[config.mk]
export PLATFORM = sky130hd
export DESIGN_NAME = axi_req_spill
export DESIGN_NICKNAME = d
export VERILOG_FILES = /design/src/rtl/ariane_axi.sv /design/src/rtl/axi_spill_fifo2.sv /design/src/rtl/axi_req_spill.sv
export SDC_FILE = /design/constraint.sdc
export NUM_CORES = 1
export LEC_CHECK = 0
export ABC_CLOCK_PERIOD_IN_PS = 45900
export BUFFER_PORTS_ARGS = -buffer_cell sky130_fd_sc_hd__buf_2
export CORE_ASPECT_RATIO = 0.75
export CORE_MARGIN = 5
export CORE_UTILIZATION = 50
export DETAILED_ROUTE_END_ITERATION = 10
export GPL_TIMING_DRIVEN = 0
export PLACE_DENSITY = 0.75
export REMOVE_ABC_BUFFERS = 1
export SKIP_LAST_GASP = 1
export SYNTH_ARGS = -nofsm -noshare
export SYNTH_HDL_FRONTEND = slang
export SYNTH_SLANG_ARGS = --single-unit
export TNS_END_PERCENT = 100
[constraint.sdc]
create_clock -name clk_i -period 45.9 [get_ports clk_i]
set_input_delay 2.295 -clock clk_i [delete_from_list [all_inputs] [get_ports clk_i]]
set_output_delay 2.295 -clock clk_i [all_outputs]
set_load 0.02 [all_outputs]
[src/rtl/ariane_axi.sv]
// Shared AXI channel payload, request/response bundle and spill-state types.
package ariane_axi;

  localparam int unsigned IdWidth   = 4;
  localparam int unsigned AddrWidth = 32;
  localparam int unsigned DataWidth = 64;
  localparam int unsigned StrbWidth = DataWidth / 8;
  localparam int unsigned UserWidth = 1;

  typedef logic [IdWidth-1:0]   id_t;
  typedef logic [AddrWidth-1:0] addr_t;
  typedef logic [DataWidth-1:0] data_t;
  typedef logic [StrbWidth-1:0] strb_t;
  typedef logic [UserWidth-1:0] user_t;

  typedef struct packed {
    id_t         id;
    addr_t       addr;
    logic [7:0]  len;
    logic [2:0]  size;
    logic [1:0]  burst;
    logic        lock;
    logic [3:0]  cache;
    logic [2:0]  prot;
    logic [3:0]  qos;
    logic [3:0]  region;
    logic [5:0]  atop;
    user_t       user;
  } aw_chan_t;

  typedef struct packed {
    data_t data;
    strb_t strb;
    logic  last;
    user_t user;
  } w_chan_t;

  typedef struct packed {
    id_t        id;
    logic [1:0] resp;
    user_t      user;
  } b_chan_t;

  typedef struct packed {
    id_t         id;
    addr_t       addr;
    logic [7:0]  len;
    logic [2:0]  size;
    logic [1:0]  burst;
    logic        lock;
    logic [3:0]  cache;
    logic [2:0]  prot;
    logic [3:0]  qos;
    logic [3:0]  region;
    user_t       user;
  } ar_chan_t;

  typedef struct packed {
    id_t        id;
    data_t      data;
    logic [1:0] resp;
    logic       last;
    user_t      user;
  } r_chan_t;

  typedef struct packed {
    aw_chan_t aw;
    logic     aw_valid;
    w_chan_t  w;
    logic     w_valid;
    logic     b_ready;
    ar_chan_t ar;
    logic     ar_valid;
    logic     r_ready;
  } req_t;

  typedef struct packed {
    logic     aw_ready;
    logic     ar_ready;
    logic     w_ready;
    logic     b_valid;
    b_chan_t  b;
    logic     r_valid;
    r_chan_t  r;
  } resp_t;

  typedef enum logic [1:0] {
    SPILL_EMPTY = 2'd0,
    SPILL_ONE   = 2'd1,
    SPILL_TWO   = 2'd2
  } spill_state_e;

endpackage

[src/rtl/axi_spill_fifo2.sv]
// Two-entry spill buffer for one valid/ready channel; every output and the
// input ready come straight from flops, so no comb path crosses the buffer.
module axi_spill_fifo2
  import ariane_axi::*;
#(
  parameter type data_t = logic
) (
  input  logic  clk_i,
  input  logic  rst_i,
  input  logic  in_valid,
  output logic  in_ready,
  input  data_t in_data,
  output logic  out_valid,
  input  logic  out_ready,
  output data_t out_data
);

  spill_state_e state_q, state_d;
  data_t        head_q, tail_q;
  logic         in_ready_q, out_valid_q;
  logic         push, pop;
  logic         load_head, head_from_tail, load_tail;

  assign push      = in_valid & in_ready_q;
  assign pop       = out_valid_q & out_ready;
  assign in_ready  = in_ready_q;
  assign out_valid = out_valid_q;
  assign out_data  = head_q;

  // Occupancy transitions and payload steering
  always_comb begin
    state_d        = state_q;
    load_head      = 1'b0;
    head_from_tail = 1'b0;
    load_tail      = 1'b0;
    unique case (state_q)
      SPILL_EMPTY: begin
        if (push) begin
          state_d   = SPILL_ONE;
          load_head = 1'b1;
        end
      end
      SPILL_ONE: begin
        if (push && pop) begin
          load_head = 1'b1;
        end else if (push) begin
          state_d   = SPILL_TWO;
          load_tail = 1'b1;
        end else if (pop) begin
          state_d = SPILL_EMPTY;
        end
      end
      SPILL_TWO: begin
        if (pop) begin
          state_d        = SPILL_ONE;
          load_head      = 1'b1;
          head_from_tail = 1'b1;
        end
      end
      default: state_d = SPILL_EMPTY;
    endcase
  end

  always_ff @(posedge clk_i or posedge rst_i) begin
    if (rst_i) begin
      state_q     <= SPILL_EMPTY;
      in_ready_q  <= 1'b0;
      out_valid_q <= 1'b0;
    end else begin
      state_q     <= state_d;
      in_ready_q  <= (state_d != SPILL_TWO);
      out_valid_q <= (state_d != SPILL_EMPTY);
    end
  end

  always_ff @(posedge clk_i or posedge rst_i) begin
    if (rst_i) begin
      head_q <= '0;
      tail_q <= '0;
    end else begin
      if (load_head) head_q <= head_from_tail ? tail_q : in_data;
      if (load_tail) tail_q <= in_data;
    end
  end

endmodule

[src/rtl/axi_req_spill.sv]
// Registered AXI cut: a spill buffer on each of AW/W/AR/B/R plus optional
// outstanding-transaction counters built when AXI_REQ_SPILL_CNT_EN is defined.
module axi_req_spill
  import ariane_axi::*;
#(
  parameter type         req_t    = ariane_axi::req_t,
  parameter type         resp_t   = ariane_axi::resp_t,
  parameter int unsigned CntWidth = 8
) (
  input  logic                clk_i,
  input  logic                rst_i,
  input  req_t                slv_req_i,
  output resp_t               slv_resp_o,
  output req_t                mst_req_o,
  input  resp_t               mst_resp_i,
  output logic [CntWidth-1:0] wr_outstanding_o,
  output logic [CntWidth-1:0] rd_outstanding_o
);

  aw_chan_t aw_data;
  w_chan_t  w_data;
  ar_chan_t ar_data;
  b_chan_t  b_data;
  r_chan_t  r_data;
  logic     aw_in_ready, w_in_ready, ar_in_ready, b_in_ready, r_in_ready;
  logic     aw_out_valid, w_out_valid, ar_out_valid, b_out_valid, r_out_valid;

  axi_spill_fifo2 #(.data_t(aw_chan_t)) i_aw (
    .clk_i, .rst_i,
    .in_valid (slv_req_i.aw_valid), .in_ready (aw_in_ready),  .in_data (slv_req_i.aw),
    .out_valid(aw_out_valid),       .out_ready(mst_resp_i.aw_ready), .out_data(aw_data)
  );

  axi_spill_fifo2 #(.data_t(w_chan_t)) i_w (
    .clk_i, .rst_i,
    .in_valid (slv_req_i.w_valid),  .in_ready (w_in_ready),   .in_data (slv_req_i.w),
    .out_valid(w_out_valid),        .out_ready(mst_resp_i.w_ready), .out_data(w_data)
  );

  axi_spill_fifo2 #(.data_t(ar_chan_t)) i_ar (
    .clk_i, .rst_i,
    .in_valid (slv_req_i.ar_valid), .in_ready (ar_in_ready),  .in_data (slv_req_i.ar),
    .out_valid(ar_out_valid),       .out_ready(mst_resp_i.ar_ready), .out_data(ar_data)
  );

  axi_spill_fifo2 #(.data_t(b_chan_t)) i_b (
    .clk_i, .rst_i,
    .in_valid (mst_resp_i.b_valid), .in_ready (b_in_ready),   .in_data (mst_resp_i.b),
    .out_valid(b_out_valid),        .out_ready(slv_req_i.b_ready), .out_data(b_data)
  );

  axi_spill_fifo2 #(.data_t(r_chan_t)) i_r (
    .clk_i, .rst_i,
    .in_valid (mst_resp_i.r_valid), .in_ready (r_in_ready),   .in_data (mst_resp_i.r),
    .out_valid(r_out_valid),        .out_ready(slv_req_i.r_ready), .out_data(r_data)
  );

  // Reassemble the bundles from the per-channel buffers
  always_comb begin
    mst_req_o          = '0;
    mst_req_o.aw       = aw_data;
    mst_req_o.aw_valid = aw_out_valid;
    mst_req_o.w        = w_data;
    mst_req_o.w_valid  = w_out_valid;
    mst_req_o.ar       = ar_data;
    mst_req_o.ar_valid = ar_out_valid;
    mst_req_o.b_ready  = b_in_ready;
    mst_req_o.r_ready  = r_in_ready;

    slv_resp_o          = '0;
    slv_resp_o.aw_ready = aw_in_ready;
    slv_resp_o.w_ready  = w_in_ready;
    slv_resp_o.ar_ready = ar_in_ready;
    slv_resp_o.b_valid  = b_out_valid;
    slv_resp_o.b        = b_data;
    slv_resp_o.r_valid  = r_out_valid;
    slv_resp_o.r        = r_data;
  end

`ifdef AXI_REQ_SPILL_CNT_EN
  localparam logic [CntWidth-1:0] CntMax = '1;

  logic                aw_hs, b_hs, ar_hs, r_last_hs;
  logic [CntWidth-1:0] wr_cnt_q, rd_cnt_q;

  assign aw_hs     = aw_out_valid & mst_resp_i.aw_ready;
  assign b_hs      = b_out_valid & slv_req_i.b_ready;
  assign ar_hs     = ar_out_valid & mst_resp_i.ar_ready;
  assign r_last_hs = r_out_valid & slv_req_i.r_ready & r_data.last;

  // Saturating up/down counters; simultaneous inc and dec cancel
  always_ff @(posedge clk_i or posedge rst_i) begin
    if (rst_i) begin
      wr_cnt_q <= '0;
      rd_cnt_q <= '0;
    end else begin
      if (aw_hs && !b_hs && wr_cnt_q != CntMax) begin
        wr_cnt_q <= wr_cnt_q + CntWidth'(1);
      end else if (b_hs && !aw_hs && wr_cnt_q != '0) begin
        wr_cnt_q <= wr_cnt_q - CntWidth'(1);
      end
      if (ar_hs && !r_last_hs && rd_cnt_q != CntMax) begin
        rd_cnt_q <= rd_cnt_q + CntWidth'(1);
      end else if (r_last_hs && !ar_hs && rd_cnt_q != '0) begin
        rd_cnt_q <= rd_cnt_q - CntWidth'(1);
      end
    end
  end

  assign wr_outstanding_o = wr_cnt_q;
  assign rd_outstanding_o = rd_cnt_q;
`else
  assign wr_outstanding_o = '0;
  assign rd_outstanding_o = '0;
`endif

endmodule
### Yosys cells after proc, flatten, opt, wreduce, memory -nomap -nowiden

Index checks and enable logic that the tools add are counted.

| word-level totals | value |
|---|---|
| RAM bits | 0 |
| memories kept | 0 |
| input bits | 303 |
| logic and storage cells | 195 |
| ROM bits | 0 |
| register bits | 602 |
| bits in latches | 0 |

| cells by class | value |
|---|---|
| add/subtract/negate cells | 0 |
| bitwise logic cells | 10 |
| magnitude comparators | 0 |
| divide/modulo/power cells | 0 |
| equal/unequal tests | 15 |
| reductions and logical operators | 15 |
| muxes and demuxes | 70 |
| shift operators | 0 |
| multiply operators | 0 |

Operators with widths:

| kind | count |
|---|---|
| 2-to-1 mux 72 bit | 2 |
| 2-to-1 mux 74 bit | 1 |
| 2-to-1 mux 66 bit | 1 |
| 2-to-1 mux 2 bit | 25 |
| 2-to-1 mux 1 bit | 30 |
| one-hot mux 2 bit (3 select lines) | 5 |
| one-hot mux 1 bit (3 select lines) | 5 |
| AND 1 bit | 10 |
| == test 2 x 1 -> 1 bit, second input constant | 5 |
| == test 2 bit, second input constant | 5 |
| logical NOT 2 bit | 5 |
| != test 2 bit, second input constant | 5 |
| nonzero test 2 bit | 5 |
| 2-to-1 mux 7 bit | 1 |
| logical AND 1 bit | 5 |

### Longest topological paths before layout

| depth | value |
|---|---|
| word-level depth | 6 |
| gate-level depth with buffers | 5 |
| mapped depth without buffers | 3 |

### By module

A second synthesis with hierarchy kept.

| second synthesis, totals | value |
|---|---|
| cells, all modules | 1,685 |
| area total of the unflattened synthesis | 27,030.9 sq um |

Modules (own cells, without submodules):

| module | sequential area each (sq um) | times used | area each (sq um) | cells an instance |
|---|---|---|---|---|
| axi_spill_fifo2 (i_aw ...) | 3,703.6 | 2 | 6,541.3 | 405 |
| axi_spill_fifo2 (i_w) | 3,803.6 | 1 | 6,829.0 | 416 |
| axi_spill_fifo2 (i_ar) | 3,403.3 | 1 | 6,079.6 | 373 |
| axi_spill_fifo2 (i_b) | 450.4 | 1 | 840.8 | 59 |
| axi_req_spill | 0.0 | 1 | 198.9 | 27 |

### Least setup slack after synthesis

No wires, ideal clock.

| timing | value |
|---|---|
| kind | input to register |
| start point | input port slv_req_i[144] (netlist bit) |
| end point | register i_aw.head_q[10], in the netlist i_aw.out_data[10] |
| setup time | 0.125 ns |
| path slack | 42.318 ns |
| required time | 45.775 ns |
| data arrival time | 3.458 ns |
| path buffers | 1 |
| stages on the path | 4 |
| cells stage by stage | nand2_1 -> o311ai_2 -> buf_2 -> mux2_2 |

| on the way | value |
|---|---|
| cells in the longest elaborated chain, start to end | 4 |
| elaborated cells on any way between the ends | 5 |
| classes of those cells | mux: 3; bitwise: 1; reduce/logical: 1 |

Ends and longest elaborated chain:

| element | RTL line | RTL |
|---|---|---|
| start, declared | axi_req_spill.sv:12 | `input req_t slv_req_i,` |
| AND 1 bit (*) | axi_spill_fifo2.sv:24 | `assign push = in_valid & in_ready_q;` |
| logical AND 1 bit | axi_spill_fifo2.sv:44 | `if (push && pop) begin` |
| 2-to-1 mux 1 bit | axi_spill_fifo2.sv:44 |  |
| one-hot mux 1 bit (3 select lines) (*) | axi_spill_fifo2.sv:36 | `unique case (state_q)` |
| end signal, assigned | axi_spill_fifo2.sv:81 | `if (load_head) head_q <= head_from_tail ? tail_q : in_data;` |
| end, declared | axi_spill_fifo2.sv:19 | `data_t head_q, tail_q;` |

Mark *: on every way between the ends. The rest lies on a longest branch, timed or not.
A chain may end at the register's enable or synchronous reset.

### Worst setup path in the final report

| timing | value |
|---|---|
| start point | input port mst_resp_i[81] (netlist bit) |
| end point | register i_w.head_q[43], in the netlist i_w.out_data[43] |

| on the way | value |
|---|---|
| cells in the longest elaborated chain, start to end | 4 |
| elaborated cells on any way between the ends | 7 |
| classes of those cells | mux: 5; bitwise: 1; reduce/logical: 1 |

Ends and longest elaborated chain:

| element | RTL line | RTL |
|---|---|---|
| start, declared | axi_req_spill.sv:15 | `input resp_t mst_resp_i,` |
| AND 1 bit (*) | axi_spill_fifo2.sv:25 | `assign pop = out_valid_q & out_ready;` |
| logical AND 1 bit or 2-to-1 mux 1 bit (tied branches) | axi_spill_fifo2.sv:44, axi_spill_fifo2.sv:54 |  |
| 2-to-1 mux 1 bit, on equally long branches | axi_spill_fifo2.sv:44, axi_spill_fifo2.sv:36 |  |
| one-hot mux 1 bit (3 select lines) or 2-to-1 mux 74 bit (tied branches) | axi_spill_fifo2.sv:36, axi_spill_fifo2.sv:81 |  |
| end signal, assigned | axi_spill_fifo2.sv:81 |  |
| end, declared | axi_spill_fifo2.sv:19 |  |

Marked as above.

==> impl_metrics.tcl <==
set metrics [dict create \
    status "finished clean" \
    dieArea_um2 57200 \
    crit_path_max_incr_delay_ns 0.52 \
    route.detailed.drc 0 \
    critPathKind "input port to flop" \
    timing.final.crit_share_pct 9.03 \
    track_usage_pct 21.5 \
    critPathMostFrequentCell "buf_8" \
    start_util_pct 50.8 \
    synth-edff-count 0 \
    viasPerCell 5.28 \
    drtPass1Iterations 4 \
    max-vdd-ir-drop_mv 0.0397 \
    wire_per_inst_um 20.7 \
    die_x_um 275 \
    drive_gt1_share_pct 70.6 \
    critPathTopFamily "buffers and inverters" \
    cts_buffer_depth 3 \
    synth_area_um2 26200 \
    grt.met3_usage_pct 7.38 \
    critical_path_peak_fanout 18 \
    use_met1_pct 25.1 \
    drv_slew 0 \
    cp-start-kind "input port" \
    busiest_layer "met2" \
    fin_crit_ns 4.14 \
    hpwl_um 46300 \
    crit_buf_inv 5 \
    crit_chain "buf_2 -> nand4b_1 -> o311ai_4 -> buf_8 -> buf_16 -> buf_8 -> buf_8 -> mux2_2" \
    clk_pin_slew_ns 0.06 \
    hold_end "i_r.out_data[47]" \
    r2r_end "i_w.out_data[43]" \
    cts_resized 0 \
    syn-mean-instance-area_um2 15.7 \
    reg2reg_from "i_w.state_q[0]" \
    cp.depth 8 \
    port_buffers 603 \
    cp_data_arrival_time_ns 4.61 \
    coreArea_um2 51700 \
    die_h_um 208 \
    rsz0062_at_grt "false" \
    synthArstFlopShare_pct 100 \
    finalSetupTns_ns 0 \
    fmaxAchievable_ghz 0.241 \
    hp-start "i_r.out_data[47]" \
    synth_top_cell_by_area "dfrtp_1" \
    insertion_delay_ns 0.59 \
    nets 2581 \
    synth_warnings 0 \
    ys_top_cells_by_area "dfrtp_1, mux2_2, buf_2, buf_4, buf_6" \
    cts_tree "yes" \
    grt_pass1_wl_um 98300 \
    cp.required_ns 46.37 \
    antenna_found_initial 37 \
    overflow 0 \
    synth_common_cells "mux2_2, dfrtp_1, buf_2" \
    netlist_instances 1676 \
    drtIter0Drc 705 \
    synth.most_common_cell "mux2_2" \
    postLayoutCoreUtil_pct 62.6 \
    ant_nets 0 \
    cts_sinks 602 \
    htreeDepth 2 \
    ys_seq_elements 602 \
    total_power_w 0.00243 \
    rows 72 \
    synth-main-ff-cell "dfrtp_1" \
    hold_viol 0 \
    cap_violations 0 \
    wirelength_um 63100 \
    dpl.cell_count 2922 \
    fin_area_um2 32400 \
    yosysSeqAreaShare_pct 57.4 \
    relSlewSlack_pct 41.3 \
    cts_setup_buffers 0 \
    post_dp_cell_area_um2 30400 \
    hold_path_class "flop to flop" \
    ys_types 31 \
    via_count 16100 \
    syn_to_final_growth_pct 23.4 \
    p_leak_nw 14.8 \
    postCtsHoldBufs 0 \
    pin_count 620 \
    met2_usage_pct 36.5 \
    r2r_cells 7 \
    layout.cells.non_filler 3046 \
    regToRegSetupSlack_ns 43.02 \
    cp-end-kind "flop" \
    grt_pass1_vias 17100 \
    gp_congestion 0.833 \
    cts_buffers 57 \
    root_buffer "clkbuf_16" \
    finalSetupViolations 0 \
    p_per_area_nw_per_um2 75.1 \
    worst_slew_pin_slew_ns 0.879 \
    synth_top_cell_area_share_pct 57.4 \
    slowest_stage "nand4b_1" \
    grt_max_degree 138 \
    min_path_cells 1 \
    skew_ns 0.0118 \
]
[worst reg2reg max path: stages (launching register included)]
cell and delay, ns:
dfrtp_1 0.45, nand4b_1 0.63, o311ai_4 0.47, buf_8 0.29
buf_16 0.18, buf_8 0.20, buf_8 0.18, mux2_2 0.36
[placed cells by master (no fill, tap or decap), types with 3 or more instances in the layout]
cell / count
mux2_2: 877
buf_2: 603
dfrtp_1: 602
clkbuf_16: 59
buf_8: 25
clkbuf_8: 19
diode_2: 17
nand2_1: 17
conb_1: 16
buf_16: 14
clkinv_2: 11
clkbuf_1: 11
a21oi_1: 6
nor2_1: 5
or2_2: 5
and3b_1: 4
nand3_4: 4
nand4b_1: 4
nand4bb_1: 4
o311ai_4: 4
a21bo_2: 4
nor2b_1: 4
o22ai_1: 4
and2_1: 4
bufinv_16: 3
buf_12: 3
[sequential cells by signal, indices dropped and copies added (netlist names), 2 cells and up]
signal and cells:
i_w.tail_q 74, i_r.state_q 2, i_r.tail_q 72, i_b.tail_q 7
i_w.state_q 2, i_aw.state_q 2, i_ar.state_q 2, i_aw.out_data 72
i_ar.out_data 66, i_w.out_data 74, i_b.state_q 2, i_b.out_data 7
i_ar.tail_q 66, i_r.out_data 72, i_aw.tail_q 72
[through the flow]
step / hold slack [ns] / setup WS [ns]
after floorplan: 0.476 / 26.75
after global placement: 0.482 / 21.23
after detailed placement: 0.489 / 41.13
after CTS: 0.504 / 41.74
after global routing: 0.510 / 41.65
final: 0.499 / 41.76
[logic make-up after synthesis]
group	share of synthesized area, %
muxes	37.6
buffers and inverters	2.90
and+or+nand+nor	1.27
AOI/OAI and AO/OA	0.749
DFF	57.4
other	0.0143
xor gates and xnor gates	0.0334
[how the worst max path moves through the flow]
stage                         from          endpoint  slack [ns]
finish              mst_resp_i[81]  i_w.out_data[43]       41.76
global route        mst_resp_i[81]  i_w.out_data[43]       41.65
floorplan                    rst_i     i_ar.in_ready       26.75
CTS                 mst_resp_i[81]  i_w.out_data[43]       41.74
global placement             rst_i  i_aw.out_data[3]       21.23
detailed placement  mst_resp_i[81]  i_w.out_data[24]       41.13
[power by group]
group | total [W] | switching, W | internal, W
clock network | 0.000485 | 0.000202 | 0.000283
logic | 0.00100 | 0.000503 | 0.000497
registers | 0.000945 | 0.000137 | 0.000808
[cell type report]
cell class	instances	area [µm²]
fillers	3893	19300
repair buffers	646	3850
diodes	17	42.5
clock buffers	89	1780
well taps	703	880
flip-flops and latches	602	15100
inverters	1	11.3
multi-input cells	970	10600
clock inverters	18	179
[layer usage]
layer  routed length (µm)  up-vias
met3                 4920      176
met1                23700     8156
met2                31500      446
met5                  243        -
met4                 2670       42
li1                     -     7259
Note: power is estimated with default switching activity, not from simulation.
